### config.mk
export PLATFORM = sky130hd
export DESIGN_NAME = sd_cmd_sequencer_flat
export DESIGN_NICKNAME = d
export VERILOG_FILES = /design/src/rtl/sd_seq_pkg.sv /design/src/rtl/sd_cmd_sequencer_if.sv /design/src/rtl/sd_seq_timeout.sv /design/src/rtl/sd_cmd_sequencer.sv /design/src/flat_wrapper.sv
export SDC_FILE = /design/constraint.sdc
export NUM_CORES = 1
export LEC_CHECK = 0
export BUFFER_PORTS_ARGS = -buffer_cell sky130_fd_sc_hd__buf_2
export CAP_MARGIN = 0
export CORE_MARGIN = 1.5
export CORE_UTILIZATION = 55
export CTS_CLUSTER_SIZE = 40
export DETAILED_ROUTE_END_ITERATION = 10
export GPL_TIMING_DRIVEN = 0
export PLACE_DENSITY = 0.77
export SYNTH_ARGS = -nofsm -noshare
export SYNTH_HDL_FRONTEND = slang
export SYNTH_SLANG_ARGS = --single-unit
### constraint.sdc
create_clock -name CLOCK50 -period 14 [get_ports CLOCK50]
set_input_delay 1.4 -clock CLOCK50 [delete_from_list [all_inputs] [get_ports CLOCK50]]
set_output_delay 1.4 -clock CLOCK50 [all_outputs]
set_load 0.1 [all_outputs]
### src/rtl/sd_seq_pkg.sv
// Shared definitions for the SD command sequencer: state encoding, frame
// command bytes, one-byte status reply codes and the default block size.
// Latency: n/a (definitions only). Backpressure: n/a.
package sd_seq_pkg;

  typedef enum logic [2:0] {
    S_IDLE   = 3'd0,
    S_ADDR   = 3'd1,
    S_SEED   = 3'd2,
    S_REQ_WR = 3'd3,
    S_WDATA  = 3'd4,
    S_REQ_RD = 3'd5,
    S_RDATA  = 3'd6,
    S_REPLY  = 3'd7
  } state_t;

  typedef enum logic {
    OP_WR = 1'b0,
    OP_RD = 1'b1
  } op_t;

  // Command bytes that open a frame
  localparam logic [7:0] CMD_WR_UC = 8'h57;  // "W"
  localparam logic [7:0] CMD_WR_LC = 8'h77;  // "w"
  localparam logic [7:0] CMD_RD_UC = 8'h52;  // "R"
  localparam logic [7:0] CMD_RD_LC = 8'h72;  // "r"

  // Status reply codes
  localparam logic [7:0] ST_OK        = 8'h4B;  // "K" operation complete
  localparam logic [7:0] ST_TIMEOUT   = 8'h54;  // "T" card stopped responding
  localparam logic [7:0] ST_FRAME_ERR = 8'h45;  // "E" frame abandoned mid-way
  localparam logic [7:0] ST_UNKNOWN   = 8'h3F;  // "?" unrecognised command byte

  localparam int BLOCK_BYTES_DEF = 512;

  function automatic logic is_wr_cmd(input logic [7:0] b);
    return (b == CMD_WR_UC) || (b == CMD_WR_LC);
  endfunction

  function automatic logic is_rd_cmd(input logic [7:0] b);
    return (b == CMD_RD_UC) || (b == CMD_RD_LC);
  endfunction

endpackage

### src/rtl/sd_cmd_sequencer_if.sv
// Handshake bundle between the sequencer, the UART RX stream, the SD card
// driver request/data ports and the TX-side status reply port.
// Latency: n/a (wiring only). Backpressure: carried by the *_ACK signals.
// master = the sequencer; slave = UART/card-driver side.
interface sd_cmd_sequencer_if;
  logic        RX_STB;
  logic [7:0]  RX_DAT;
  logic        WR_STB;
  logic [31:0] WR_ADDR;
  logic        WR_ACK;
  logic        WD_STB;
  logic [7:0]  WD_DATA;
  logic        WD_ACK;
  logic        RD_STB;
  logic [31:0] RD_ADDR;
  logic        RD_ACK;
  logic        RES_STB;
  logic        ST_STB;
  logic [7:0]  ST_DAT;
  logic        ST_ACK;
  logic        BUSY;
  logic [7:0]  DROP_CNT;

  modport master (
    input  RX_STB, RX_DAT, WR_ACK, WD_ACK, RD_ACK, RES_STB, ST_ACK,
    output WR_STB, WR_ADDR, WD_STB, WD_DATA, RD_STB, RD_ADDR,
           ST_STB, ST_DAT, BUSY, DROP_CNT
  );

  modport slave (
    output RX_STB, RX_DAT, WR_ACK, WD_ACK, RD_ACK, RES_STB, ST_ACK,
    input  WR_STB, WR_ADDR, WD_STB, WD_DATA, RD_STB, RD_ADDR,
           ST_STB, ST_DAT, BUSY, DROP_CNT
  );
endinterface

### src/rtl/sd_seq_timeout.sv
// Loadable down-counter used as an inactivity watchdog.
// Latency: expire asserts in the cycle where the count has run down to zero
// while running without a restart. Backpressure: none.
// Ports: restart reloads load_val; run enables counting; expire = timed out.
module sd_seq_timeout #(
  parameter int W = 8
) (
  input  logic         CLOCK50,
  input  logic         RESET,
  input  logic         restart,
  input  logic [W-1:0] load_val,
  input  logic         run,
  output logic         expire
);

  logic [W-1:0] cnt;

  always_ff @(posedge CLOCK50 or posedge RESET) begin
    if (RESET) begin
      cnt <= '0;
    end else if (restart) begin
      cnt <= load_val;
    end else if (run && (cnt != '0)) begin
      cnt <= cnt - W'(1);
    end
  end

  // A restart in the same cycle always wins over expiry, so progress seen
  // on the last allowed cycle still counts as progress.
  assign expire = run && !restart && (cnt == '0);

endmodule

### src/rtl/sd_cmd_sequencer.sv
// Parses UART command frames, drives single-block SD write/read requests,
// generates the write payload and returns a one-byte status reply.
// Latency: request strobe the cycle after the last frame byte; status strobe
// the cycle after the completion event. Backpressure: every outgoing strobe
// holds until its ACK; RX bytes arriving while busy are counted and dropped.
// Ports: CLOCK50/RESET (async, active-high) plus the bus master modport.
module sd_cmd_sequencer
  import sd_seq_pkg::*;
#(
  parameter int BLOCK_BYTES  = BLOCK_BYTES_DEF,
  parameter int TIMEOUT_CYC  = 50000000,
  parameter int FRAME_TO_CYC = 5000000
) (
  input logic                 CLOCK50,
  input logic                 RESET,
  sd_cmd_sequencer_if.master  bus
);

  localparam int TMAX = (TIMEOUT_CYC > FRAME_TO_CYC) ? TIMEOUT_CYC : FRAME_TO_CYC;
  localparam int TW   = $clog2(TMAX + 1);
  localparam int IW   = $clog2(BLOCK_BYTES + 1);

  localparam logic [TW-1:0] CARD_LOAD  = TW'(TIMEOUT_CYC - 1);
  localparam logic [TW-1:0] FRAME_LOAD = TW'(FRAME_TO_CYC - 1);
  localparam logic [IW-1:0] LAST_IDX   = IW'(BLOCK_BYTES - 1);

  // Inputs from the bus
  logic       rx_stb;
  logic [7:0] rx_dat;
  logic       wr_ack, wd_ack, rd_ack, res_stb, st_ack;

  assign rx_stb  = bus.RX_STB;
  assign rx_dat  = bus.RX_DAT;
  assign wr_ack  = bus.WR_ACK;
  assign wd_ack  = bus.WD_ACK;
  assign rd_ack  = bus.RD_ACK;
  assign res_stb = bus.RES_STB;
  assign st_ack  = bus.ST_ACK;

  // State and registered outputs
  state_t        state;
  op_t           op;
  logic [1:0]    acnt;
  logic [31:0]   addr_sr;
  logic [7:0]    seed;
  logic [IW-1:0] idx;       // payload index in WDATA, result count in RDATA

  logic          wr_stb, wd_stb, rd_stb, st_stb;
  logic [31:0]   wr_addr, rd_addr;
  logic [7:0]    wd_data, st_dat, drop_cnt;

  // Timeout control
  logic          frame_state, card_state, progress, last_addr_rd;
  logic          tmr_restart, tmr_run, tmr_expire, drop_evt;
  logic [TW-1:0] tmr_load_val;

  assign frame_state  = (state == S_ADDR) || (state == S_SEED);
  assign card_state   = (state == S_REQ_WR) || (state == S_WDATA) ||
                        (state == S_REQ_RD) || (state == S_RDATA);
  assign last_addr_rd = (state == S_ADDR) && (acnt == 2'd3) && (op == OP_RD);

  always_comb begin
    progress = 1'b0;
    case (state)
      S_REQ_WR: progress = wr_ack;
      S_WDATA:  progress = wd_ack;
      S_REQ_RD: progress = rd_ack;
      S_RDATA:  progress = res_stb;
      default:  progress = 1'b0;
    endcase
  end

  // The counter is held loaded outside timed states so the first timed
  // state always starts from a full window. The reload value switches to
  // the card window on the byte that completes a frame.
  assign tmr_restart  = (state == S_IDLE) || (state == S_REPLY) ||
                        (frame_state && rx_stb) || (card_state && progress);
  assign tmr_load_val = ((state == S_SEED) || last_addr_rd || card_state) ?
                        CARD_LOAD : FRAME_LOAD;
  assign tmr_run      = frame_state || card_state;

  assign drop_evt = rx_stb && !((state == S_IDLE) || frame_state);

  sd_seq_timeout #(.W(TW)) u_tmr (
    .CLOCK50  (CLOCK50),
    .RESET    (RESET),
    .restart  (tmr_restart),
    .load_val (tmr_load_val),
    .run      (tmr_run),
    .expire   (tmr_expire)
  );

  always_ff @(posedge CLOCK50 or posedge RESET) begin
    if (RESET) begin
      state    <= S_IDLE;
      op       <= OP_WR;
      acnt     <= '0;
      addr_sr  <= '0;
      seed     <= '0;
      idx      <= '0;
      wr_stb   <= 1'b0;
      wd_stb   <= 1'b0;
      rd_stb   <= 1'b0;
      st_stb   <= 1'b0;
      wr_addr  <= '0;
      rd_addr  <= '0;
      wd_data  <= '0;
      st_dat   <= '0;
      drop_cnt <= '0;
    end else begin
      if (drop_evt && (drop_cnt != 8'hFF)) begin
        drop_cnt <= drop_cnt + 8'd1;
      end

      case (state)
        S_IDLE: begin
          if (rx_stb) begin
            acnt <= '0;
            if (is_wr_cmd(rx_dat)) begin
              op    <= OP_WR;
              state <= S_ADDR;
            end else if (is_rd_cmd(rx_dat)) begin
              op    <= OP_RD;
              state <= S_ADDR;
            end else begin
              st_dat <= ST_UNKNOWN;
              st_stb <= 1'b1;
              state  <= S_REPLY;
            end
          end
        end

        S_ADDR: begin
          if (rx_stb) begin
            addr_sr <= {addr_sr[23:0], rx_dat};
            acnt    <= acnt + 2'd1;
            if (acnt == 2'd3) begin
              if (op == OP_WR) begin
                state <= S_SEED;
              end else begin
                rd_addr <= {addr_sr[23:0], rx_dat};
                rd_stb  <= 1'b1;
                state   <= S_REQ_RD;
              end
            end
          end else if (tmr_expire) begin
            st_dat <= ST_FRAME_ERR;
            st_stb <= 1'b1;
            state  <= S_REPLY;
          end
        end

        S_SEED: begin
          if (rx_stb) begin
            seed    <= rx_dat;
            wr_addr <= addr_sr;
            wr_stb  <= 1'b1;
            state   <= S_REQ_WR;
          end else if (tmr_expire) begin
            st_dat <= ST_FRAME_ERR;
            st_stb <= 1'b1;
            state  <= S_REPLY;
          end
        end

        S_REQ_WR: begin
          if (wr_ack) begin
            wr_stb  <= 1'b0;
            wd_stb  <= 1'b1;
            wd_data <= seed;
            idx     <= '0;
            state   <= S_WDATA;
          end else if (tmr_expire) begin
            wr_stb <= 1'b0;
            st_dat <= ST_TIMEOUT;
            st_stb <= 1'b1;
            state  <= S_REPLY;
          end
        end

        S_WDATA: begin
          if (wd_ack) begin
            if (idx == LAST_IDX) begin
              wd_stb <= 1'b0;
              st_dat <= ST_OK;
              st_stb <= 1'b1;
              state  <= S_REPLY;
            end else begin
              idx     <= idx + IW'(1);
              wd_data <= wd_data + 8'd1;  // wraps modulo 256
            end
          end else if (tmr_expire) begin
            wd_stb <= 1'b0;
            st_dat <= ST_TIMEOUT;
            st_stb <= 1'b1;
            state  <= S_REPLY;
          end
        end

        S_REQ_RD: begin
          if (rd_ack) begin
            rd_stb <= 1'b0;
            idx    <= '0;
            state  <= S_RDATA;
          end else if (tmr_expire) begin
            rd_stb <= 1'b0;
            st_dat <= ST_TIMEOUT;
            st_stb <= 1'b1;
            state  <= S_REPLY;
          end
        end

        S_RDATA: begin
          if (res_stb) begin
            if (idx == LAST_IDX) begin
              st_dat <= ST_OK;
              st_stb <= 1'b1;
              state  <= S_REPLY;
            end else begin
              idx <= idx + IW'(1);
            end
          end else if (tmr_expire) begin
            st_dat <= ST_TIMEOUT;
            st_stb <= 1'b1;
            state  <= S_REPLY;
          end
        end

        S_REPLY: begin
          if (st_ack) begin
            st_stb <= 1'b0;
            state  <= S_IDLE;
          end
        end

        default: state <= S_IDLE;
      endcase
    end
  end

  assign bus.WR_STB   = wr_stb;
  assign bus.WR_ADDR  = wr_addr;
  assign bus.WD_STB   = wd_stb;
  assign bus.WD_DATA  = wd_data;
  assign bus.RD_STB   = rd_stb;
  assign bus.RD_ADDR  = rd_addr;
  assign bus.ST_STB   = st_stb;
  assign bus.ST_DAT   = st_dat;
  assign bus.BUSY     = (state != S_IDLE);
  assign bus.DROP_CNT = drop_cnt;

endmodule
### src/flat_wrapper.sv
// flat-port wrapper written by rule: the top's interface ports become plain ports
module sd_cmd_sequencer_flat import sd_seq_pkg::*;
#(
  parameter int BLOCK_BYTES  = BLOCK_BYTES_DEF,
  parameter int TIMEOUT_CYC  = 50000000,
  parameter int FRAME_TO_CYC = 5000000
)
  (CLOCK50, RESET, bus_RX_STB, bus_RX_DAT, bus_WR_ACK, bus_WD_ACK, bus_RD_ACK, bus_RES_STB, bus_ST_ACK, bus_WR_STB, bus_WR_ADDR, bus_WD_STB, bus_WD_DATA, bus_RD_STB, bus_RD_ADDR, bus_ST_STB, bus_ST_DAT, bus_BUSY, bus_DROP_CNT);
  sd_cmd_sequencer_if bus_i ();
  input logic CLOCK50;
  input logic RESET;
  input wire logic [$bits(bus_i.RX_STB)-1:0] bus_RX_STB;
  input wire logic [$bits(bus_i.RX_DAT)-1:0] bus_RX_DAT;
  input wire logic [$bits(bus_i.WR_ACK)-1:0] bus_WR_ACK;
  input wire logic [$bits(bus_i.WD_ACK)-1:0] bus_WD_ACK;
  input wire logic [$bits(bus_i.RD_ACK)-1:0] bus_RD_ACK;
  input wire logic [$bits(bus_i.RES_STB)-1:0] bus_RES_STB;
  input wire logic [$bits(bus_i.ST_ACK)-1:0] bus_ST_ACK;
  output wire logic [$bits(bus_i.WR_STB)-1:0] bus_WR_STB;
  output wire logic [$bits(bus_i.WR_ADDR)-1:0] bus_WR_ADDR;
  output wire logic [$bits(bus_i.WD_STB)-1:0] bus_WD_STB;
  output wire logic [$bits(bus_i.WD_DATA)-1:0] bus_WD_DATA;
  output wire logic [$bits(bus_i.RD_STB)-1:0] bus_RD_STB;
  output wire logic [$bits(bus_i.RD_ADDR)-1:0] bus_RD_ADDR;
  output wire logic [$bits(bus_i.ST_STB)-1:0] bus_ST_STB;
  output wire logic [$bits(bus_i.ST_DAT)-1:0] bus_ST_DAT;
  output wire logic [$bits(bus_i.BUSY)-1:0] bus_BUSY;
  output wire logic [$bits(bus_i.DROP_CNT)-1:0] bus_DROP_CNT;
  assign bus_i.RX_STB = bus_RX_STB;
  assign bus_i.RX_DAT = bus_RX_DAT;
  assign bus_i.WR_ACK = bus_WR_ACK;
  assign bus_i.WD_ACK = bus_WD_ACK;
  assign bus_i.RD_ACK = bus_RD_ACK;
  assign bus_i.RES_STB = bus_RES_STB;
  assign bus_i.ST_ACK = bus_ST_ACK;
  assign bus_WR_STB = bus_i.WR_STB;
  assign bus_WR_ADDR = bus_i.WR_ADDR;
  assign bus_WD_STB = bus_i.WD_STB;
  assign bus_WD_DATA = bus_i.WD_DATA;
  assign bus_RD_STB = bus_i.RD_STB;
  assign bus_RD_ADDR = bus_i.RD_ADDR;
  assign bus_ST_STB = bus_i.ST_STB;
  assign bus_ST_DAT = bus_i.ST_DAT;
  assign bus_BUSY = bus_i.BUSY;
  assign bus_DROP_CNT = bus_i.DROP_CNT;
  sd_cmd_sequencer #(.BLOCK_BYTES(BLOCK_BYTES), .TIMEOUT_CYC(TIMEOUT_CYC), .FRAME_TO_CYC(FRAME_TO_CYC)) u_core (.CLOCK50(CLOCK50), .RESET(RESET), .bus(bus_i));
endmodule
==> results of run 1 <==
-- placed cells by master (no fill, tap or decap), drive strengths merged, types with 3 or more instances in the layout --
cell | Yosys | routed
a21o | 4 | 4
a21oi | 34 | 34
a31oi | 9 | 9
and3 | 7 | 7
buf | 17 | 125
bufinv | 0 | 4
clkbuf | 17 | 35
clkinv | 0 | 3
dfrtp | 174 | 174
ha | 6 | 6
inv | 14 | 21
mux2 | 105 | 105
mux2i | 3 | 3
nand2 | 58 | 58
nand2b | 7 | 7
nand3 | 23 | 23
nand3b | 4 | 4
nand4 | 12 | 12
nand4b | 5 | 5
nor2 | 59 | 59
nor2b | 4 | 4
nor3 | 13 | 13
nor4 | 12 | 12
o21ai | 33 | 33
o22a | 3 | 3
o22ai | 7 | 7
or2 | 4 | 4
or4 | 6 | 6
xnor2 | 15 | 15
xor2 | 22 | 22
-- area by class of cell --
cell class / count / share of cell area [%]
Clock buffer: 18 / 4.56
Inverter: 14 / 0.638
Multi-Input combinational cell: 485 / 36.2
Timing Repair Buffer: 108 / 5.98
Buffer: 34 / 1.61
Sequential cell: 174 / 46.3
Tap cell: 180 / 2.39
Clock inverter: 14 / 2.37
-- report_power, final --
group / leakage [nW] / internal (W) / switching, W
combinational: 1.90 / 0.000295 / 0.000863
clock: 0.319 / 0.000307 / 0.000215
sequential: 2.19 / 0.000657 / 0.000142
-- how the worst min path moves through the flow --
stage	slack [ns]	to
2_1_floorplan	0.45	u_core.acnt[1]
3_3_place_gp	0.46	u_core.bus.ST_DAT[1]
3_5_place_dp	0.46	u_core.bus.ST_DAT[3]
4_1_cts	0.48	u_core.bus.ST_DAT[3]
5_1_grt	0.50	u_core.bus.RD_STB
6_report	0.48	u_core.bus.ST_DAT[3]
-- layer usage --
layer  track usage (%)  share of wire [%]
met1              34.0                 42
met2              44.3                 49
met3              8.76                6.8
met4              8.76                1.6
met5                 0                  0
-- critical path: stages (launching register included) --
cell	delay [ns]
sky130_fd_sc_hd__dfrtp_1	0.44
sky130_fd_sc_hd__buf_2	0.21
sky130_fd_sc_hd__nor3_1	0.52
sky130_fd_sc_hd__inv_1	0.24
sky130_fd_sc_hd__buf_2	0.36
-- state kept, by name, summed over array words and instances, names as in the netlist, 8 cells and up --
register / flops
u_core.bus.ST_DAT: 8
u_core.idx: 10
u_core.bus.RD_ADDR: 32
u_core.addr_sr: 32
u_core.bus.WR_ADDR: 32
u_core.bus.WD_DATA: 8
u_core.u_tmr.cnt: 26
u_core.seed: 8
u_core.bus.DROP_CNT: 8
-- cells by family after synthesis --
| family | after synthesis | share of synthesized area, % |
|---|---|---|
| simple gates | 224 | 14.1 |
| flops | 174 | 54.7 |
| compound gates | 110 | 8.42 |
| mux | 108 | 15.2 |
| buf+inv | 48 | 2.56 |
| xor+xnor | 37 | 4.07 |
| fa+ha+maj | 6 | 0.943 |
-- per-stage QoR --
| step | utilization [%] | hold WS, ns | instance area, um^2 | worst slack (ns) |
|---|---|---|---|---|
| after global routing | 67.3 | 0.502 | 9410 | 10.37 |
| final | 67.3 | 0.478 | 9410 | 10.40 |
| after global placement | 62.4 | 0.456 | 8720 | 6.30 |
| after floorplan | - | 0.454 | 7960 | 7.88 |
| after detailed placement | 62.6 | 0.464 | 8760 | 10.41 |
| after CTS | 67.3 | 0.478 | 9410 | 10.47 |
==> results summary, run 1 <==
The number of nets with antenna violations after detailed routing is 0. The critical path starts at u_core.state[1]. The number of endpoints failing setup at the final stage is 0. The iteration-0 DRC count of the detailed router is 456. The I/O pin total is 109. The sequential cell area came out at 4350 um^2. After clock tree synthesis, the clock-pin slew on the worst setup and hold paths is 0.07 ns. The synthesized design contains 174 register bits. The data required time at the worst endpoint came out at 12.60 ns. The total nets after synthesis came out at about 730. Summed over all nets, the half-perimeter wirelength after detailed placement is between 10000 and 15000 um. The worst setup path is captured at an output port.

The area of the mapped netlist came out at 7960 um^2. Among all flip-flop cells after synthesis, the most frequent one is sky130_fd_sc_hd__dfrtp_1. The sequential area share after synthesis is 54.7%. The worst IR drop on VDD is between 200 and 300 uV. The critical register-to-register path startpoint is u_core.state[0]. The share of async-settable or async-resettable flops after synthesis came out at between 90% and 100%. The count of final max-slew check failures is 0. The yosys synthesis warning count came out at 0. The total area inside the core boundary comes to ~14000 um^2. The total routing resource utilization after global routing came out at 27.0%. For this run, design rule violations remaining after detail routing come to 0. Dividing the synthesized area by the synthesized cell count gives 11.3 um^2.

The filler-free cell count of the finished design is 1027. The total power came out at 0.00248 W. The routed wire length is about 19000 um. The layout cell share with drive strength beyond 1 came out at 31.6%. In the final design database the tool counted about 860 nets. The initial antenna violation count is 0. The clock insertion delay at the later pin of the skew report is 0.43 ns. The worst min-delay path startpoint is u_core.bus.ST_DAT[3].

The synthesized design contains 0 enable-type register cells. The count of unique library cells instantiated by Yosys is 56. The leakage power total is 4.41 nW. The final hold violation count was 0.

The number of global-route vias before repair is 6086. The floorplan has 43 rows. The cell chosen for the clock root is sky130_fd_sc_hd__clkbuf_16. The path class of the tightest hold or removal check is flop to flop. The vias after detailed routing came out at 6063.

The clock tree buffer depth came out at 2. The most critical setup path has its endpoint at bus_BUSY. The final worst-path cycle share is 25.7%. The post-synthesis to final-layout area growth is 18.2%. The number of standard cells after synthesis came out at 707.

Measured along the y axis, the die boundary spans 123 um. Entering global routing, the biggest net connects about 120 pins. The worst reg2reg path depth is 6. For the pin with the worst max-slew slack, the measured transition is 0.992 ns. Setup repair after global routing left no endpoint under its margin. The setup TNS after final layout is 0 ns. After synthesis, the most frequently instantiated cells are sky130_fd_sc_hd__dfrtp_1 (174), sky130_fd_sc_hd__mux2_2 (105), sky130_fd_sc_hd__nor2_1 (59). Timing would allow up to 278 MHz.

The run finished with clean final reports. Post-CTS repair changed the size of 0 cells. The detailed-routing iteration count for the pre-antenna-repair pass is 5.

The number of maximum-capacitance violations came out at 0. Buffers inserted during clock tree synthesis total 17. The number of vias per cell is roughly 6. The total grt overflow is 0. The combined area of the multi-input logic cells came out at around 3400 um^2. The placed instance count is 995. The H-tree was split into 4 levels. TritonCTS built the clock tree. The most numerous cell in the Yosys netlist is sky130_fd_sc_hd__dfrtp_1. The flop-to-flop setup slack came out at 11.28 ns. The number of diodes added for antenna fixing is 0. The power density relative to cell area is 263 nW/um^2.

The count of buffers added by post-CTS timing repair for setup came out at 0. The smallest clock period supported by the final layout is computed as 3.60 ns. Of all cell types, the one taking the most synthesized area is sky130_fd_sc_hd__dfrtp_1. After filler insertion, the fill cell instance count of the layout stands at slightly above 1000.

The share of the synthesized area in the top cell type came out at 54.7%. The remaining max-slew budget at the tightest pin came out at roughly 33%. The endpoint identified for the worst register-to-register timing path is u_core.bus.RD_ADDR[24].

STA classifies the critical path startpoint as a flop. The quantity of I/O buffers inserted on ports came out at 107. Clock tree synthesis found a total of 174 sinks. By area the synthesized netlist is led by sky130_fd_sc_hd__dfrtp_1 (55%), sky130_fd_sc_hd__mux2_2 (15%), sky130_fd_sc_hd__nor2_1 (2.8%), sky130_fd_sc_hd__nand2_1 (2.7%), sky130_fd_sc_hd__xor2_1 (2.4%).

Across the routed clock network, the largest skew measured is between 0.008 and 0.009 ns. In this run, post-CTS hold repair placed 0 buffers. The count of cells along the worst hold path is 1. The routed wirelength normalized by instance count came out at between 15 and 20 um. The critical path arrival came out at 2.20 ns.

The starting utilization of the core area is 56.9%. The routability congestion estimate is 0.887. The die width is about 120 um. The largest fanout on the critical path came out at 10.

The full die area came out at roughly 15000 um^2. The worst setup path is of the flop to output port kind. The first-pass GRT wire length came out at 31300 um.
No activity file was read; power rests on OpenSTA's default activity.
==> run 2, diff against run 1 <==
--- a/config.mk
+++ b/config.mk
@@ -5,6 +5,7 @@
 export SDC_FILE = /design/constraint.sdc
 export NUM_CORES = 1
 export LEC_CHECK = 0
+export ABC_AREA = 1
 export BUFFER_PORTS_ARGS = -buffer_cell sky130_fd_sc_hd__buf_2
 export CAP_MARGIN = 0
 export CORE_MARGIN = 1.5
==> constraint.sdc (replaced) <==
create_clock -name CLOCK50 -period 3.4 [get_ports CLOCK50]
set_input_delay 0.34 -clock CLOCK50 [delete_from_list [all_inputs] [get_ports CLOCK50]]
set_output_delay 0.34 -clock CLOCK50 [all_outputs]
set_load 0.1 [all_outputs]
==> run 2 against run 1 <==
Synthesized area grew 0.30%. Via count grew 15%. Combinational power grew to 4.5 times the previous value. Largest power group unchanged. Sequential power grew to 3.9 times the previous value. Highest routed layer unchanged. Worst hold slack lost 0.35 ns. Non-clock buffer count shrank 1. Clock skew grew 0.00086 ns.
==> results summary, run 2 <==
The post-route core utilization is 67.1% (-0.13 points). The largest stage delay on the critical path is 0.43 ns (-0.09 ns). The number of vias per cell is 5.45 (-7.8%). The full die area is 15300 um^2 (+0.29%). The iteration-0 DRC count of the detailed router is 485 (+6.4%). The yosys synthesis warning count is 0 (unchanged). The post-synthesis sequential element count came to 174 (unchanged). The critical path is of the flop to flop type. The largest net degree at the start of global routing was 43 (-64%). The post-CTS clock slew at the launch and capture registers of the worst setup and hold paths came to 0.07 ns (about the same). The I/O pin total came out at 109 (unchanged).

The routed wirelength normalized by instance count is 15.4 um (-19%). The critical path arrival came to 2.50 ns (+0.30 ns). The die width is 124 um (+0.15%). The worst-case setup slack after placement was 1.23 ns (-9.18 ns). The cell sitting at the root of the clock tree is a sky130_fd_sc_hd__clkbuf_16.

The number of diodes added for antenna fixing came out at 0 (unchanged). Yosys attributes the largest share of cell area to sky130_fd_sc_hd__dfrtp_1 (55%), sky130_fd_sc_hd__nand2_1 (13%), sky130_fd_sc_hd__o21ai_0 (8.2%), sky130_fd_sc_hd__inv_1 (5.0%), sky130_fd_sc_hd__nor2_1 (3.1%). The area of the placeable core came out at 14000 um^2 (+0.38%). The worst IR drop on VDD is 817 uV (+190%). The library cell used most frequently in the layout, excluding fill and tap cells, is sky130_fd_sc_hd__nand2_1. The routability congestion estimate is 0.922 (+3.9%). The total nets after synthesis came out at 975 (+34%). The number of gates resized after cts is 0 (unchanged). The number of DRC violations after detailed routing was 0 (unchanged). The power density relative to cell area came out at 1090 nW/um^2 (+310%). Among all stages on the critical path, the largest delay is contributed by sky130_fd_sc_hd__nor2_1.

The worst path uses around 64% of the clock period. The cell taking the most area after synthesis is sky130_fd_sc_hd__dfrtp_1. The total number of nets in the final design came out at 1107 (+29%).

The hold-fix buffer count after cts came out at 1 (+1). The type of the worst min-delay path is primary input to flop. The number of standard cells after synthesis came out at 953 (+35%).

The number of maximum-capacitance violations is 0 (unchanged). The most common flop cell mapped by yosys is sky130_fd_sc_hd__dfrtp_1. The sequential area share after synthesis is 54.5% (-0.16 points).

The endpoint class of the critical path is a flop. The actual transition at the worst max-transition pin is 0.638 ns (-0.354 ns). The clock insertion delay at the later pin of the skew report came out at 0.44 ns (about the same). The critical path launch point type is a flop. The most numerous cell in the Yosys netlist is sky130_fd_sc_hd__nand2_1.

Setup repair after global routing left no endpoint under its margin. The final hold violation count is 0 (unchanged). The final worst slack came out at 1.21 ns (-9.19 ns). The share of the synthesized area in the top cell type came out at 54.5% (-0.16 points). The combined area of the multi-input logic cells is 3070 um^2 (-9.8%). The buffers plus inverters on the worst setup path came out at 3 (unchanged). The post-synthesis to final-layout area growth is 18.0%. The count of flip-flops with a built-in enable after synthesis came to 0 (unchanged). The count of fill cells added during filler insertion came out at 1156 (+12%).

The first-pass GRT wire length is 32700 um (+4.3%). The remaining max-slew budget at the tightest pin came out at 57.4% (+24 points). The count of buffers added by post-CTS timing repair for setup came out at 0 (unchanged). The data required time at the worst endpoint came out at 3.71 ns (-8.89 ns). The vias after detailed routing came out at 6960 (+15%). The final critical-path required period came out at 2.19 ns. The largest fanout on the critical path is 9 (-1).

By count the netlist is led by sky130_fd_sc_hd__nand2_1 (266), sky130_fd_sc_hd__dfrtp_1 (174), sky130_fd_sc_hd__o21ai_0 (131). The clock buffer count from CTS came out at 17 (unchanged). The count of clock tree sinks is 174 (unchanged). The count of final max-slew check failures is 0 (unchanged). The quantity of I/O buffers inserted on ports is 108 (+0.93%). The final setup skew came out at 0.00972 ns (+0.000865 ns). The flow ran to the end, and the final reports show no timing, DRC or antenna violations. The total power came out at 0.0103 W (+310%). The mean cell area of the mapped netlist is 8.38 um^2 (-26%).

The most frequent cell on the critical path is sky130_fd_sc_hd__inv_1. The number of global-route vias before repair is 6547 (+7.6%). The top cell types in the final layout, fill and taps aside, are sky130_fd_sc_hd__nand2_1 (266), sky130_fd_sc_hd__dfrtp_1 (174), sky130_fd_sc_hd__o21ai_0 (131), sky130_fd_sc_hd__buf_2 (113), sky130_fd_sc_hd__inv_1 (105). Grouping stages by cell kind, the critical path spends the most delay in simple AND/OR/NAND/NOR gates. The total routing resource utilization after global routing is 28.0% (+1.0 points).

The detailed-routing iteration count for the pre-antenna-repair pass is 5 (unchanged). The starting utilization of the core area was 56.9% (about the same). The clock tree buffer depth is 2 (unchanged). The sequential cell area came to 4350 um^2 (unchanged). The share of async-settable or async-resettable flops after synthesis is 100% (unchanged). The placement row count is 43 (unchanged).

The routed wire length is 19600 um (+1.3%). The HPWL after detailed placement came to 14600 um (+8.1%). The total grt overflow came to 0 (unchanged). The number of endpoints failing setup at the final stage is 0 (unchanged). The count of unique library cells instantiated by Yosys came to 39 (-30%).

The fmax is 457 MHz. The initial antenna violation count is 0 (unchanged). The TritonCTS clock tree is built. The signal on the critical path passes through ha_1 > nand2_1 > inv_1 > nand3_1 > nand2_1 > inv_1 > nor2_1 > inv_1 > a21oi_1 > a21oi_1. The number of nets with antenna violations after detailed routing came out at 0 (unchanged). The CTS H-tree depth is 4 (unchanged).

The layout cell share with drive strength beyond 1 came out at 16.7% (-15 points). The area of the mapped netlist came out at 7990 um^2 (+0.30%). The height of the chip is 124 um (+0.15%).

The leakage power total came out at 4.91 nW (+11%).
## run 2: cell types whose count changed after synthesis, sizes merged, moves of 8 or more
cell | previous run | this run
nand3 | 23 | 43
xnor2 | 15 | 5
nor4 | 12 | 4
nand2 | 58 | 271
o21ai | 33 | 133
inv | 14 | 110
mux2 | 105 | 6
nor2 | 59 | 74
a31oi | 9 | 1
## run 2: path summary, 6_finish.rpt
kind                                      start                     end  slack, ns  cells past startpoint
setup / recovery                  u_core.idx[0]   u_core.bus.WD_DATA[5]       1.21                     10
hold / removal                    bus_RX_DAT[5]          u_core.seed[5]       0.13                      3
setup reg to reg                  u_core.idx[0]   u_core.bus.WD_DATA[5]       1.21                     10
hold reg to reg            u_core.bus.ST_DAT[5]    u_core.bus.ST_DAT[5]       0.47                      2
max in group asynchronous                 RESET   u_core.bus.WD_DATA[1]       2.03                      5
min in group asynchronous                 RESET  u_core.bus.RD_ADDR[25]       0.54                      3
## run 2: where the power goes
part	total (W)	leakage (nW)	switching (W)	internal (W)
clock network	0.00191	0.288	0.000879	0.00103
logic	0.00520	2.39	0.00410	0.00110
registers	0.00315	2.23	0.000429	0.00273
## run 2: cell type report
class | count | share of cell area [%]
multi-input combinational | 639 | 32.6
tap | 180 | 2.39
buffer | 28 | 1.50
sequential | 174 | 46.2
clock buffer | 20 | 4.95
clock inverter | 12 | 1.22
timing repair buffer | 113 | 6.69
inverter | 112 | 4.50
## run 2: worst min-delay path: cells and delay by family
family	cells	cell delay (ns)
buf+inv	1	0.09
simple gates	2	0.10
## run 2: cell families after synthesis
| group | count (synthesis) | share of synthesized area (%) |
|---|---|---|
| muxes | 6 | 0.846 |
| adders and majority gates | 6 | 0.940 |
| and+or+nand+nor | 422 | 22.3 |
| buffers and inverters | 140 | 7.03 |
| DFF | 174 | 54.5 |
| xor gates and xnor gates | 22 | 2.41 |
| AOI/OAI and AO/OA | 183 | 12.0 |
## run 2: per-layer routing
metal	up-vias	part of all wire [%]	wire length, um	global-route usage, %
met5	-	0	0	0
met4	0	1.4	269	8.76
met3	23	6.4	1260	6.00
met2	224	47	9250	43.7
met1	3375	45	8850	39.6
li1	3338	-	-	-
## run 2: per-stage QoR
| step | TNS, ns | instance area [um^2] | cells | hold slack [ns] |
|---|---|---|---|---|
| 5_1_grt | 0 | 9430 | 1278 | 0.146 |
| 2_1_floorplan | 0 | 7990 | 953 | 0.442 |
| 6_report | 0 | 9430 | 1278 | 0.127 |
| 3_5_place_dp | 0 | 8840 | 1245 | 0.451 |
| 4_1_cts | 0 | 9430 | 1278 | 0.114 |
| 3_3_place_gp | -36.48 | 8760 | 1241 | 0.457 |
